File: config.mk
export PLATFORM = sky130hd
export DESIGN_NAME = slice_packer
export DESIGN_NICKNAME = d
export VERILOG_FILES = /design/src/rtl/slice_pack_pkg.sv /design/src/rtl/slice_pack_ctrl.sv /design/src/rtl/slice_packer.sv
export SDC_FILE = /design/constraint.sdc
export NUM_CORES = 1
export LEC_CHECK = 0
export BUFFER_PORTS_ARGS = -buffer_cell sky130_fd_sc_hd__buf_2
export CORE_MARGIN = 8
export CORE_UTILIZATION = 43
export DETAILED_ROUTE_END_ITERATION = 16
export PLACE_DENSITY = 0.65
export SLEW_MARGIN = 15
export SYNTH_ARGS = -nofsm -noshare
export SYNTH_HDL_FRONTEND = slang
export SYNTH_HIERARCHICAL = 1
export SYNTH_SLANG_ARGS = --single-unit
export TNS_END_PERCENT = 5
File: constraint.sdc
create_clock -name clk -period 7 [get_ports clk]
set_input_delay 0.35 -clock clk [delete_from_list [all_inputs] [get_ports clk]]
set_output_delay 0.35 -clock clk [all_outputs]
set_load 0.005 [all_outputs]
File: src/rtl/slice_pack_pkg.sv
// rtl/slice_pack_pkg.sv - shared state type and slot mapping for slice_packer
package slice_pack_pkg;

    typedef enum logic {
        FILL = 1'b0,
        HOLD = 1'b1
    } pack_state_e;

    // Word position written by the idx-th slice of a word.
    function automatic int slot_of(input int idx, input bit msb_first, input int nslices);
        return msb_first ? (nslices - 1 - idx) : idx;
    endfunction

endpackage

File: src/rtl/slice_pack_ctrl.sv
// rtl/slice_pack_ctrl.sv - fill/hold control, slice index and handshakes for slice_packer
module slice_pack_ctrl #(
    parameter int NSLICES   = 5,
    parameter bit MSB_FIRST = 1'b0,
    parameter int IDX_W     = $clog2(NSLICES),
    parameter int CNT_W     = $clog2(NSLICES + 1)
) (
    input  logic             clk,
    input  logic             rst_n,
    input  logic             in_valid,
    input  logic             out_ready,
    input  logic             flush,
    output logic             in_ready,
    output logic             out_valid,
    output logic [CNT_W-1:0] out_count,
    output logic             load,
    output logic             clear,
    output logic [IDX_W-1:0] slot
);
    import slice_pack_pkg::*;

    pack_state_e      state;
    pack_state_e      state_next;
    logic [IDX_W-1:0] idx;
    logic [IDX_W-1:0] idx_next;
    logic [CNT_W-1:0] count_next;
    logic [CNT_W-1:0] filled;
    logic             last;

    always_ff @(posedge clk or negedge rst_n) begin
        if (!rst_n) begin
            state     <= FILL;
            idx       <= '0;
            out_count <= '0;
        end else begin
            state     <= state_next;
            idx       <= idx_next;
            out_count <= count_next;
        end
    end

    always_comb begin
        state_next = state;
        idx_next   = idx;
        count_next = out_count;
        // Slices in the word once this cycle's accept is counted.
        filled     = CNT_W'(idx) + CNT_W'(load);
        last       = load && (idx == IDX_W'(NSLICES - 1));
        case (state)
            FILL: begin
                if (last || (flush && (filled != '0))) begin
                    state_next = HOLD;
                    idx_next   = '0;
                    count_next = filled;
                end else if (load) begin
                    idx_next = idx + 1'b1;
                end
            end
            HOLD: begin
                // A slice accepted alongside the handshake opens the next word.
                if (clear) begin
                    state_next = FILL;
                    idx_next   = load ? IDX_W'(1) : '0;
                    count_next = '0;
                end
            end
            default: state_next = FILL;
        endcase
    end

    always_comb begin
        in_ready  = (state == FILL) ? 1'b1 : out_ready;
        out_valid = (state == HOLD);
        load      = in_valid && in_ready;
        clear     = out_valid && out_ready;
        slot      = IDX_W'(slot_of(int'(idx), MSB_FIRST, NSLICES));
    end

endmodule

File: src/rtl/slice_packer.sv
// rtl/slice_packer.sv - packs SLICE_W-bit slices into WORD_W-bit words on valid/ready ports
// Optional flush port enabled by defining SLICE_PACKER_FLUSH_EN.
module slice_packer #(
    parameter int WORD_W    = 10,
    parameter int SLICE_W   = 2,
    parameter bit MSB_FIRST = 1'b0
) (
    input  logic                                    clk,
    input  logic                                    rst_n,
    input  logic                                    in_valid,
    output logic                                    in_ready,
    input  logic [SLICE_W-1:0]                      in_data,
`ifdef SLICE_PACKER_FLUSH_EN
    input  logic                                    flush,
`endif
    output logic                                    out_valid,
    input  logic                                    out_ready,
    output logic [WORD_W-1:0]                       out_data,
    output logic [$clog2(WORD_W / SLICE_W + 1)-1:0] out_count
);
    import slice_pack_pkg::*;

    localparam int NSLICES = WORD_W / SLICE_W;
    localparam int IDX_W   = $clog2(NSLICES);
    localparam int CNT_W   = $clog2(NSLICES + 1);
    localparam int BIT_W   = $clog2(WORD_W);

    generate
        if ((NSLICES < 2) || ((WORD_W % SLICE_W) != 0)) begin : g_bad_params
            $error("slice_packer: WORD_W must be a multiple of SLICE_W with at least 2 slices");
        end
    endgenerate

    logic                 load;
    logic                 clear;
    logic                 flush_req;
    logic [IDX_W-1:0]     slot;
    logic [BIT_W-1:0]     base;
    logic [WORD_W-1:0]    acc;
    logic [WORD_W-1:0]    acc_next;

`ifdef SLICE_PACKER_FLUSH_EN
    assign flush_req = flush;
`else
    assign flush_req = 1'b0;
`endif

    slice_pack_ctrl #(
        .NSLICES   (NSLICES),
        .MSB_FIRST (MSB_FIRST),
        .IDX_W     (IDX_W),
        .CNT_W     (CNT_W)
    ) u_ctrl (
        .clk       (clk),
        .rst_n     (rst_n),
        .in_valid  (in_valid),
        .out_ready (out_ready),
        .flush     (flush_req),
        .in_ready  (in_ready),
        .out_valid (out_valid),
        .out_count (out_count),
        .load      (load),
        .clear     (clear),
        .slot      (slot)
    );

    assign base = BIT_W'(slot) * BIT_W'(SLICE_W);

    // Clearing on handshake keeps the previous word's bits out of the next one.
    always_comb begin
        acc_next = clear ? '0 : acc;
        if (load) begin
            acc_next[base +: SLICE_W] = in_data;
        end
    end

    always_ff @(posedge clk or negedge rst_n) begin
        if (!rst_n) begin
            acc <= '0;
        end else begin
            acc <= acc_next;
        end
    end

    assign out_data = acc;

endmodule

==> impl_results.md, run 1 <==
- Peak VDD IR: 0.1803 mV
- Clock Sinks: 17
- CTS Buf Count: 3
- Total Power: 399.0 uW
- Initial detailed-routing violation count: 13
- Crit share post-route: 36.25%
- Final setup fails: 0
- Worst Clk Skew: 2.025 ps
- Mapped Cells: 90
- Critical path endpoint category: register
- Cell taking the most area after synthesis: dfrtp_1
- Sequential share of the synthesized area: 42.77%
- # diodes: 0
- Dpl ws: 4474 ps
- Synth top area share: 42.77%
- Post-route minimum period: 2537 ps
- Final hold vios: 0
- Reg2Reg Depth: 7
- Min-Delay Path Class: input port to register
- I/O pin cnt: 21
- Setup Fix Bufs, Post-CTS: 0
- Pleak: 0.0006473 uW
- Worst r2r dst: u_ctrl/slot[2]$_DFFE_PN0P_
- Die area: 4108 sq um
- Critical path data arrival time: 2730 ps
- WS Path Type: register to register
- Crit path required time: 7190 ps
- GR Overflow Total: 0
- Worst Hold Margin: 344.8 ps
- Row Count: 17
- Filler cells: 205
- Ys Warns: 6
- Slew HR: 63.94%
- Post-route DRC: 0
- First-pass GRT wire length: 3381 microns
- Sum of negative setup slack: 0 ps
- Post-route setup slack: 4463 ps
- Core area: 2191 sq um
- Hpwl dp: 1475 microns
- Layout area overhead: 18.36%
- Routed WL per cell: 12.78 microns
- Max Cap Viol: 0
- R2R setup slack: 4460 ps
- CTS tree: done
- Synth unique cells: 32
- Vias per cell: 4.966
- Synthesized area per cell: 11.05 sq um
- Port buffer count: 20
- H-tree Lvls: 1
- Remaining antenna violation count: 0
- Largest net degree at the start of global routing: 18
- Final Max Tran Viols: 0
- Critical register-to-register path startpoint: u_ctrl/out_valid$_DFF_PN0_
- RSZ-0062 raised after global routing: false
- Post-synthesis register bit count: 17
- Critical Path Start: u_ctrl/out_valid$_DFF_PN0_
- Layout cells sized above 1: 33.05%
- Critical path fanouts, max: 8
- Most area-consuming cells after synthesis: dfrtp_1, mux2_2, ha_1, nor2b_1, inv_1
- Chip width: 64.10 microns
- Fmax: 394.1 MHz
- Initial Util: 45.40%
- Worst-Margin Slew: 539.8 ps
- Total Wirelength: 1866 microns
- Startpoint Class: register
- Area of the multi-input gates: 543.0 sq um
- Clock tree buffer depth: 2
- Initial antenna violation count: 0
- Placer Congestion: 0.8357
- Worst-path clk slew: 100 ps
- PwrDens: 338.8 nW/um^2
- Post-Syn Area: 994.7 sq um
- Die height: 64.10 microns
- Clock latency reported for the late side of the worst-skew pair: 290 ps
- Vias in the first global route: 740
- Status: finished clean
- Tot GR Track Use: 10.12%
- First-pass iteration count of the detailed router: 4
- CTS root buf: clkbuf_4
- Worst setup endpoint: u_ctrl/slot[2]$_DFFE_PN0P_
- Layout Nets: 132
- Register Area: 425.4 sq um
- Vias: 725
what timing repair did:
item	4_1_cts	5_1_grt
gates resized for setup	0	0
hold endpoints to repair	17	0
hold buffers	1	0
worst max-delay path, stage by stage (launching register included):
cell and delay (ps):
dfrtp_1 460, or2b_1 290, and2_1 230, ha_1 220, ha_1 300, or4_1 400
o211a_1 290, a41o_1 250
cell usage in the layout (no fill, tap or decap), drive strengths merged, types with 2 or more instances in the layout:
cell	Yosys	layout
conb	1	4
o21ai	2	2
mux2i	2	2
mux2	11	11
nor4	3	3
nor2	3	3
dfrtp	17	17
or3	2	2
and2	2	2
ha	7	7
nand2	4	4
inv	10	10
nand3	2	2
nor2b	10	10
clkbuf	0	4
buf	0	20
cells in the mapped netlist:
cell	n
o21ai_0	1
a41o_1	1
mux2_2	9
or3_4	1
mux2_4	2
and3_1	1
ha_1	7
o211a_1	1
o211ai_1	1
inv_1	9
nor4_1	3
a211oi_1	1
conb_1	1
and2_1	2
o21ai_1	1
inv_2	1
o2bb2ai_1	1
dfrtp_1	17
nor2b_1	10
o21a_1	1
nor3_1	1
nand3b_4	1
nand3_1	2
nor2_1	3
nand2_1	4
nand4b_1	1
mux2i_1	2
a2111oi_2	1
or4_1	1
xor2_1	1
or3_2	1
or2b_1	1
power by group:
group	switching, uW	internal, uW	leakage, uW	total [uW]
registers	23.8	128	0.000230	151
logic	99.8	95.3	0.000402	195
clock network	30.3	22.2	0.0000150	52.5
through the flow:
stage               instance area, sq um  cells  utilization [%]
CTS                                 1177    146            53.74
global placement                    1141    141            52.08
detailed placement                  1141    141            52.08
finish                              1177    146            53.74
floorplan                           1006     93                -
global route                        1177    146            53.74
state kept, by name, summed over array words and instances (netlist names):
name              flops
out_data             10
u_ctrl/out_count      3
u_ctrl/out_valid      1
u_ctrl/slot           3
final cells by class:
type	instances	area share, %
sequential	17	36.13
clock buffer	4	2.232
multi-input combinational	66	46.12
tap	28	2.976
timing repair buffer	21	9.352
inverter	10	3.188
routing by layer:
| metal | share of wire [%] | vias to the layer above | GRT usage (%) |
|---|---|---|---|
| met4 | 2.4 | 0 | 5.722 |
| met1 | 47 | 335 | 12.28 |
| met3 | 6.4 | 5 | 3.484 |
| met2 | 44 | 17 | 15.31 |
| met5 | 0 | - | 0 |
| li1 | - | 368 | - |
cell families after synthesis:
group                    count (synthesis)  share of synthesized area [%]
adder cells (fa/ha/maj)                  7                          8.805
AND/OR/NAND/NOR                         32                          20.50
flip-flops                              17                          42.77
XOR/XNOR                                 1                         0.8807
other                                    1                         0.3770
multiplexers                            13                          15.22
AO/OA/AOI/OAI                            9                          7.673
buffers and inverters                   10                          3.773
worst min-delay path by stage:
| stage | from | endpoint | depth (start not counted) |
|---|---|---|---|
| 6_report | in_valid | u_ctrl/slot[0]$_DFFE_PN0P_ | 3 |
| 5_1_grt | in_valid | u_ctrl/slot[0]$_DFFE_PN0P_ | 3 |
| 4_1_cts | in_data[1] | out_data[3]$_DFF_PN0_ | 2 |
| 3_5_place_dp | rst_n | u_ctrl/slot[2]$_DFFE_PN0P_ | 1 |
| 3_3_place_gp | rst_n | u_ctrl/slot[2]$_DFFE_PN0P_ | 1 |
| 2_1_floorplan | rst_n | out_data[0]$_DFF_PN0_ | 0 |
(Power assumes the default switching activity.)
==> run 2, diff against run 1 <==
--- a/config.mk
+++ b/config.mk
@@ -5,11 +5,11 @@
 export SDC_FILE = /design/constraint.sdc
 export NUM_CORES = 1
 export LEC_CHECK = 0
+export ABC_AREA = 1
 export BUFFER_PORTS_ARGS = -buffer_cell sky130_fd_sc_hd__buf_2
 export CORE_MARGIN = 8
 export CORE_UTILIZATION = 43
 export DETAILED_ROUTE_END_ITERATION = 16
-export PLACE_DENSITY = 0.65
 export SLEW_MARGIN = 15
 export SYNTH_ARGS = -nofsm -noshare
 export SYNTH_HDL_FRONTEND = slang
==> constraint.sdc (replaced) <==
create_clock -name clk -period 2.5 [get_ports clk]
set_input_delay 0.125 -clock clk [delete_from_list [all_inputs] [get_ports clk]]
set_output_delay 0.125 -clock clk [all_outputs]
set_load 0.005 [all_outputs]
==> impl_results.md, run 2 <==
- Status: finished clean
- Top-count cell post-synth: nand2_1
- Finished Layout Cells: 223
- Tot GR Track Use: 12.33%
- WS Path Type: register to register
- Initial detailed-routing violation count: 46
- Critical path data arrival time: 2150 ps
- Die height: 68.22 microns
- GR Overflow Total: 0
- Setup Fix Bufs, Post-CTS: 0
- Min-Delay Path Class: input port to register
- Ys Warns: 6
- Compound-Gate Fraction of Synth Area: 2.348%
- Core area: 2663 sq um
- Most frequent cells in the layout: nand2_1, inv_1, nand3_1, nor2_1, buf_2
- Pleak: 0.0007936 uW
- Dpl cells: 218
- Most common cell after layout, fill and taps aside: nand2_1
- Net Count, Synth: 181
- Worst Hold Margin: 119.4 ps
- Post-Synth Adder-Cell Area: 7.471%
- Number of flip-flops in the largest register: 10
- PwrDens: 991.4 nW/um^2
- RSZ-0062 raised after global routing: false
- Post-CTS Resized: 0
- Fmax: 513.8 MHz
- Crit path required time: 2700 ps
- Final setup fails: 0
- Layout Nets: 206
- Slew HR: 63.83%
- Initial antenna violation count: 0
- XOR/XNOR share of the synthesized area: 0.7471%
- Mapped Cells: 168
- Routed WL per cell: 11.63 microns
- Critical path endpoint category: register
- Layout cells sized above 1: 22.92%
- Worst Clk Skew: 5.516 ps
- Critical path fanouts, max: 7
- Vias: 1068
- I/O pin cnt: 21
- Synth top area share: 36.29%
- First-pass iteration count of the detailed router: 4
- Clock Sinks: 17
- Row Count: 19
- Die area: 4653 sq um
- Remaining antenna violation count: 0
- Asr flop ratio synth: 100.0%
- Primary FF master, synth: dfrtp_1
- Max Cap Viol: 0
- Largest net degree at the start of global routing: 18
- Cell taking the most area after synthesis: dfrtp_1
- Vias per cell: 4.789
- Total Wirelength: 2594 microns
- CTS tree: done
- Synth unique cells: 17
- # diodes: 0
- Initial Util: 44.03%
- Largest family of logic cells by synthesized area: simple AND/OR/NAND/NOR gates
- Port buffer count: 20
- Clock latency reported for the late side of the worst-skew pair: 290 ps
- Simple-Gate Fraction of Synth Area: 43.54%
- Startpoint Class: register
- Post-route DRC: 0
- Final hold vios: 0
- Post-synthesis register bit count: 17
- Post-route minimum period: 1946 ps
- Sum of negative setup slack: 0 ps
- Post-Syn Area: 1172 sq um
- Worst-Margin Slew: 540.5 ps
- Synthesized area per cell: 6.978 sq um
- CTS Buf Count: 3
- Hpwl dp: 1999 microns
- Layout area overhead: 14.73%
- Vias in the first global route: 1081
- Clock tree buffer depth: 2
- Chip width: 68.22 microns
- Final Max Tran Viols: 0
- H-tree Lvls: 1
- First-pass GRT wire length: 4478 microns
- Number of synthesized flops with an enable pin: 0
- CTS root buf: clkbuf_4
- Mux share of post-synthesis cell area: 0%
- Sequential share of the synthesized area: 36.29%
- Commonest cells in the netlist: nand2_1, inv_1, nand3_1, nor2_1, dfrtp_1
- Most area-consuming cells after synthesis: dfrtp_1, nand2_1, nand3_1, inv_1, ha_1
- Total Power: 1334 uW
- Peak VDD IR: 0.5101 mV
- Worst-path clk slew: 110 ps
- Placer Congestion: 0.8785
- Crit share post-route: 77.85%
-- run 2: cell types whose count changed in the layout (fill, tap and decap cells not counted), sizes merged, moves of 2 or more --
cell   delta
mux2i     -2
nand4     +2
nor4      -3
and2      -2
or3       -2
o21ai     -2
inv      +18
nand3    +21
nor2b    -10
mux2     -11
nor2     +25
nand2    +54
conb      -3
-- run 2: timing repair --
| item | in CTS | in global routing |
|---|---|---|
| endpoints found under the setup margin | 0 | 0 |
| hold buffers | 1 | 0 |
| endpoints found under the hold margin | 17 | 0 |
-- run 2: logic make-up after synthesis --
family,Yosys count
buffers and inverters,29
flip-flops,17
adder cells (fa/ha/maj),7
other,1
AO/OA/AOI/OAI,2
AND/OR/NAND/NOR,111
XOR/XNOR,1
-- run 2: power by group --
| group | switching, uW | internal, uW | leakage (uW) | total [uW] |
|---|---|---|---|---|
| clock | 94.0 | 59.5 | 0.0000177 | 153 |
| sequential | 72.5 | 342 | 0.000231 | 415 |
| combinational | 497 | 268 | 0.000545 | 766 |
-- run 2: cell type report --
type / count / area [sq um]
inverter: 28 / 105.1
multi-input combinational: 122 / 638.1
tap: 31 / 38.79
fill: 277 / 1318
clock buffer: 3 / 22.52
timing repair buffer: 21 / 110.1
clock inverter: 1 / 5.005
sequential: 17 / 425.4
-- run 2: worst max-delay path, stage by stage, from the launching register on --
cell,delay (ps)
dfrtp_1,460
nand2_2,140
inv_1,70
nor2_1,420
ha_1,250
ha_1,180
inv_1,50
nand2_1,100
nand2_1,70
nand3_1,80
nand2_1,50
-- run 2: path summary, 6_finish.rpt --
kind	start	to	slack [ps]	depth (start not counted)
setup / recovery	u_ctrl/out_valid$_DFF_PN0_	u_ctrl/out_count[2]$_DFFE_PN0P_	550	10
hold / removal	in_data[0]	out_data[0]$_DFF_PN0_	120	3
setup reg to reg	u_ctrl/out_valid$_DFF_PN0_	u_ctrl/out_count[2]$_DFFE_PN0P_	550	10
hold reg to reg	u_ctrl/out_count[1]$_DFFE_PN0P_	u_ctrl/out_count[1]$_DFFE_PN0P_	510	2
max in group asynchronous	rst_n	u_ctrl/slot[0]$_DFFE_PN0P_	1950	2
min in group asynchronous	rst_n	out_data[5]$_DFF_PN0_	270	2
-- run 2: through the flow --
| stage | setup slack, ps | utilization (%) | instance area [sq um] |
|---|---|---|---|
| 2_1_floorplan | 831.1 | - | 1172 |
| 3_3_place_gp | 577.2 | 49.11 | 1308 |
| 3_5_place_dp | 557.6 | 49.11 | 1308 |
| 4_1_cts | 530.6 | 50.52 | 1345 |
| 5_1_grt | 385.2 | 50.52 | 1345 |
| 6_report | 553.8 | 50.52 | 1345 |
-- run 2: layer usage --
layer / wire length, microns / global-route usage [%]
met2: 1266 / 21.34
met5: 0 / 0
met4: 41 / 6.394
met3: 139 / 1.800
met1: 1147 / 14.41
==> run 3, diff against run 2 <==
==> constraint.sdc (replaced) <==
create_clock -name clk -period 2 [get_ports clk]
set_input_delay 0.1 -clock clk [delete_from_list [all_inputs] [get_ports clk]]
set_output_delay 0.1 -clock clk [all_outputs]
set_load 0.005 [all_outputs]
==> impl_results.md, run 3 (synthesis gave the netlist of run 2 again) <==
- Status: finished clean
- Post-route minimum period: 1657 ps
- Filler cells: 275
- Placer Congestion: 0.8774
- First-pass iteration count of the detailed router: 4
- CTS tree: done
- Routed WL per cell: 10.82 microns
- Most frequent cells in the layout: nand2_1, inv_1, nand3_1, nor2_1, buf_2
- Die area: 4653 sq um
- Worst Clk Skew: 0.8722 ps
- CP peak stage delay: 470 ps
- H-tree Lvls: 1
- Worst hold stages: 3
- Critical path endpoint category: register
- Die height: 68.22 microns
- Critical path data arrival time: 1840 ps
- Post-DP Area: 1323 sq um
- Clock tree buffer depth: 2
- Sum of negative setup slack: 0 ps
- Layout area overhead: 15.90%
- Crit share post-route: 82.83%
- Min-Delay Path Class: input port to register
- Post-route setup slack: 343.4 ps
- Final instance area: 1359 sq um
- CTS root buf: clkbuf_4
- I/O pin cnt: 21
- Row Count: 19
- Layout cells sized above 1: 23.20%
- Clock Sinks: 17
- Clock latency reported for the late side of the worst-skew pair: 280 ps
- Vias: 1055
- Vias in the first global route: 1073
- Chip width: 68.22 microns
- Vias per cell: 4.689
- Port buffer count: 20
- Worst Hold Launch: in_data[1]
- CP cell instances: inv_1, ha_1, ha_1, inv_1, nand2_1, nor2_1, nand2_1, nand2_1, nand2_1
- Final Max Tran Viols: 0
- Initial antenna violation count: 0
- Startpoint Class: register
- # diodes: 0
- Remaining antenna violation count: 0
- CP most frequent cell: nand2_1
- Number of flip-flops in the largest register: 10
- Final setup fails: 0
- Critical register-to-register path startpoint: u_ctrl/slot[1]$_DFFE_PN0P_
- Peak VDD IR: 0.6637 mV
- Max Cap Viol: 0
- PwrDens: 1229 nW/um^2
- Critical Path Start: u_ctrl/slot[1]$_DFFE_PN0P_
- Hpwl dp: 1924 microns
- Crit path required time: 2180 ps
- Fmax: 603.6 MHz
- First-pass GRT wire length: 4333 microns
- Reg2Reg Depth: 9
- Largest net degree at the start of global routing: 18
- Total Wirelength: 2435 microns
- Initial Util: 44.03%
- Initial detailed-routing violation count: 45
- Worst-path clk slew: 100 ps
- WS Path Type: register to register
- RSZ-0062 raised after global routing: false
- Post-route DRC: 0
- Worst path slowest cell: dfrtp_1
- Layout Nets: 208
- Pleak: 0.0008008 uW
- Final hold vios: 0
- GR Overflow Total: 0
- CTS Buf Count: 3
- Tot GR Track Use: 11.92%
- Dpl ws: 353.8 ps
- Post-CTS Resized: 0
- Critical path fanouts, max: 6
- Most common cell after layout, fill and taps aside: nand2_1
- Core area: 2663 sq um
run 3: cell count changes in the layout (fill, tap and decap cells not counted), sizes merged:
cell and delta:
buf +2, clkinv -1, clkbuf +1
run 3: timing repair:
action | 4_1_cts | 5_1_grt
setup buffers | 0 | 0
endpoints found under the hold margin | 17 | 0
hold buffers | 1 | 0
run 3: where the power goes:
| part | switching [uW] | internal, uW | leakage (uW) |
|---|---|---|---|
| clock network | 105 | 77.3 | 0.0000150 |
| logic | 635 | 354 | 0.000555 |
| registers | 69.8 | 428 | 0.000231 |
| total | 810 | 859 | 0.000801 |
run 3: final timing paths:
kind	endpoint	slack, ps
min in group asynchronous	out_data[0]$_DFF_PN0_	260
max in group asynchronous	out_data[3]$_DFF_PN0_	1460
max reg2reg	out_data[0]$_DFF_PN0_	340
min	out_data[1]$_DFF_PN0_	90
max	out_data[0]$_DFF_PN0_	340
min reg2reg	u_ctrl/out_count[1]$_DFFE_PN0P_	500
run 3: critical path, delay by kind of cell (launching register included):
family                   cells  cell delay (ps)
adder cells (fa/ha/maj)      2              520
buffers and inverters        2              150
flip-flops                   1              470
AND/OR/NAND/NOR              5              420
run 3: metal layers:
layer  track usage (%)  routed length (microns)  vias up
met5                 0                        0        -
met4             5.371                       38        0
met3             1.637                       89        4
met2             21.22                     1172       16
met1             13.83                     1135      471
li1                  -                        -      564
run 3: through the flow:
step           std cells  util (%)  power, uW  hold slack, ps
6_report             225     51.03       1669           90.96
5_1_grt              225     51.03       1852           85.76
4_1_cts              225     51.03       1695           77.58
3_5_place_dp         220     49.67       1497           51.77
3_3_place_gp         220     49.67       1494           43.77
2_1_floorplan        168         -       1247          -195.6
run 3: area by class of cell:
type                    instances  area (sq um)  area share (%)
multi-input cells             122         638.1           46.96
inverters                      28         105.1           7.735
flip-flops and latches         17         425.4           31.31
well taps                      31         38.79           2.855
repair buffers                 23         125.1           9.208
clock buffers                   4         26.28           1.934
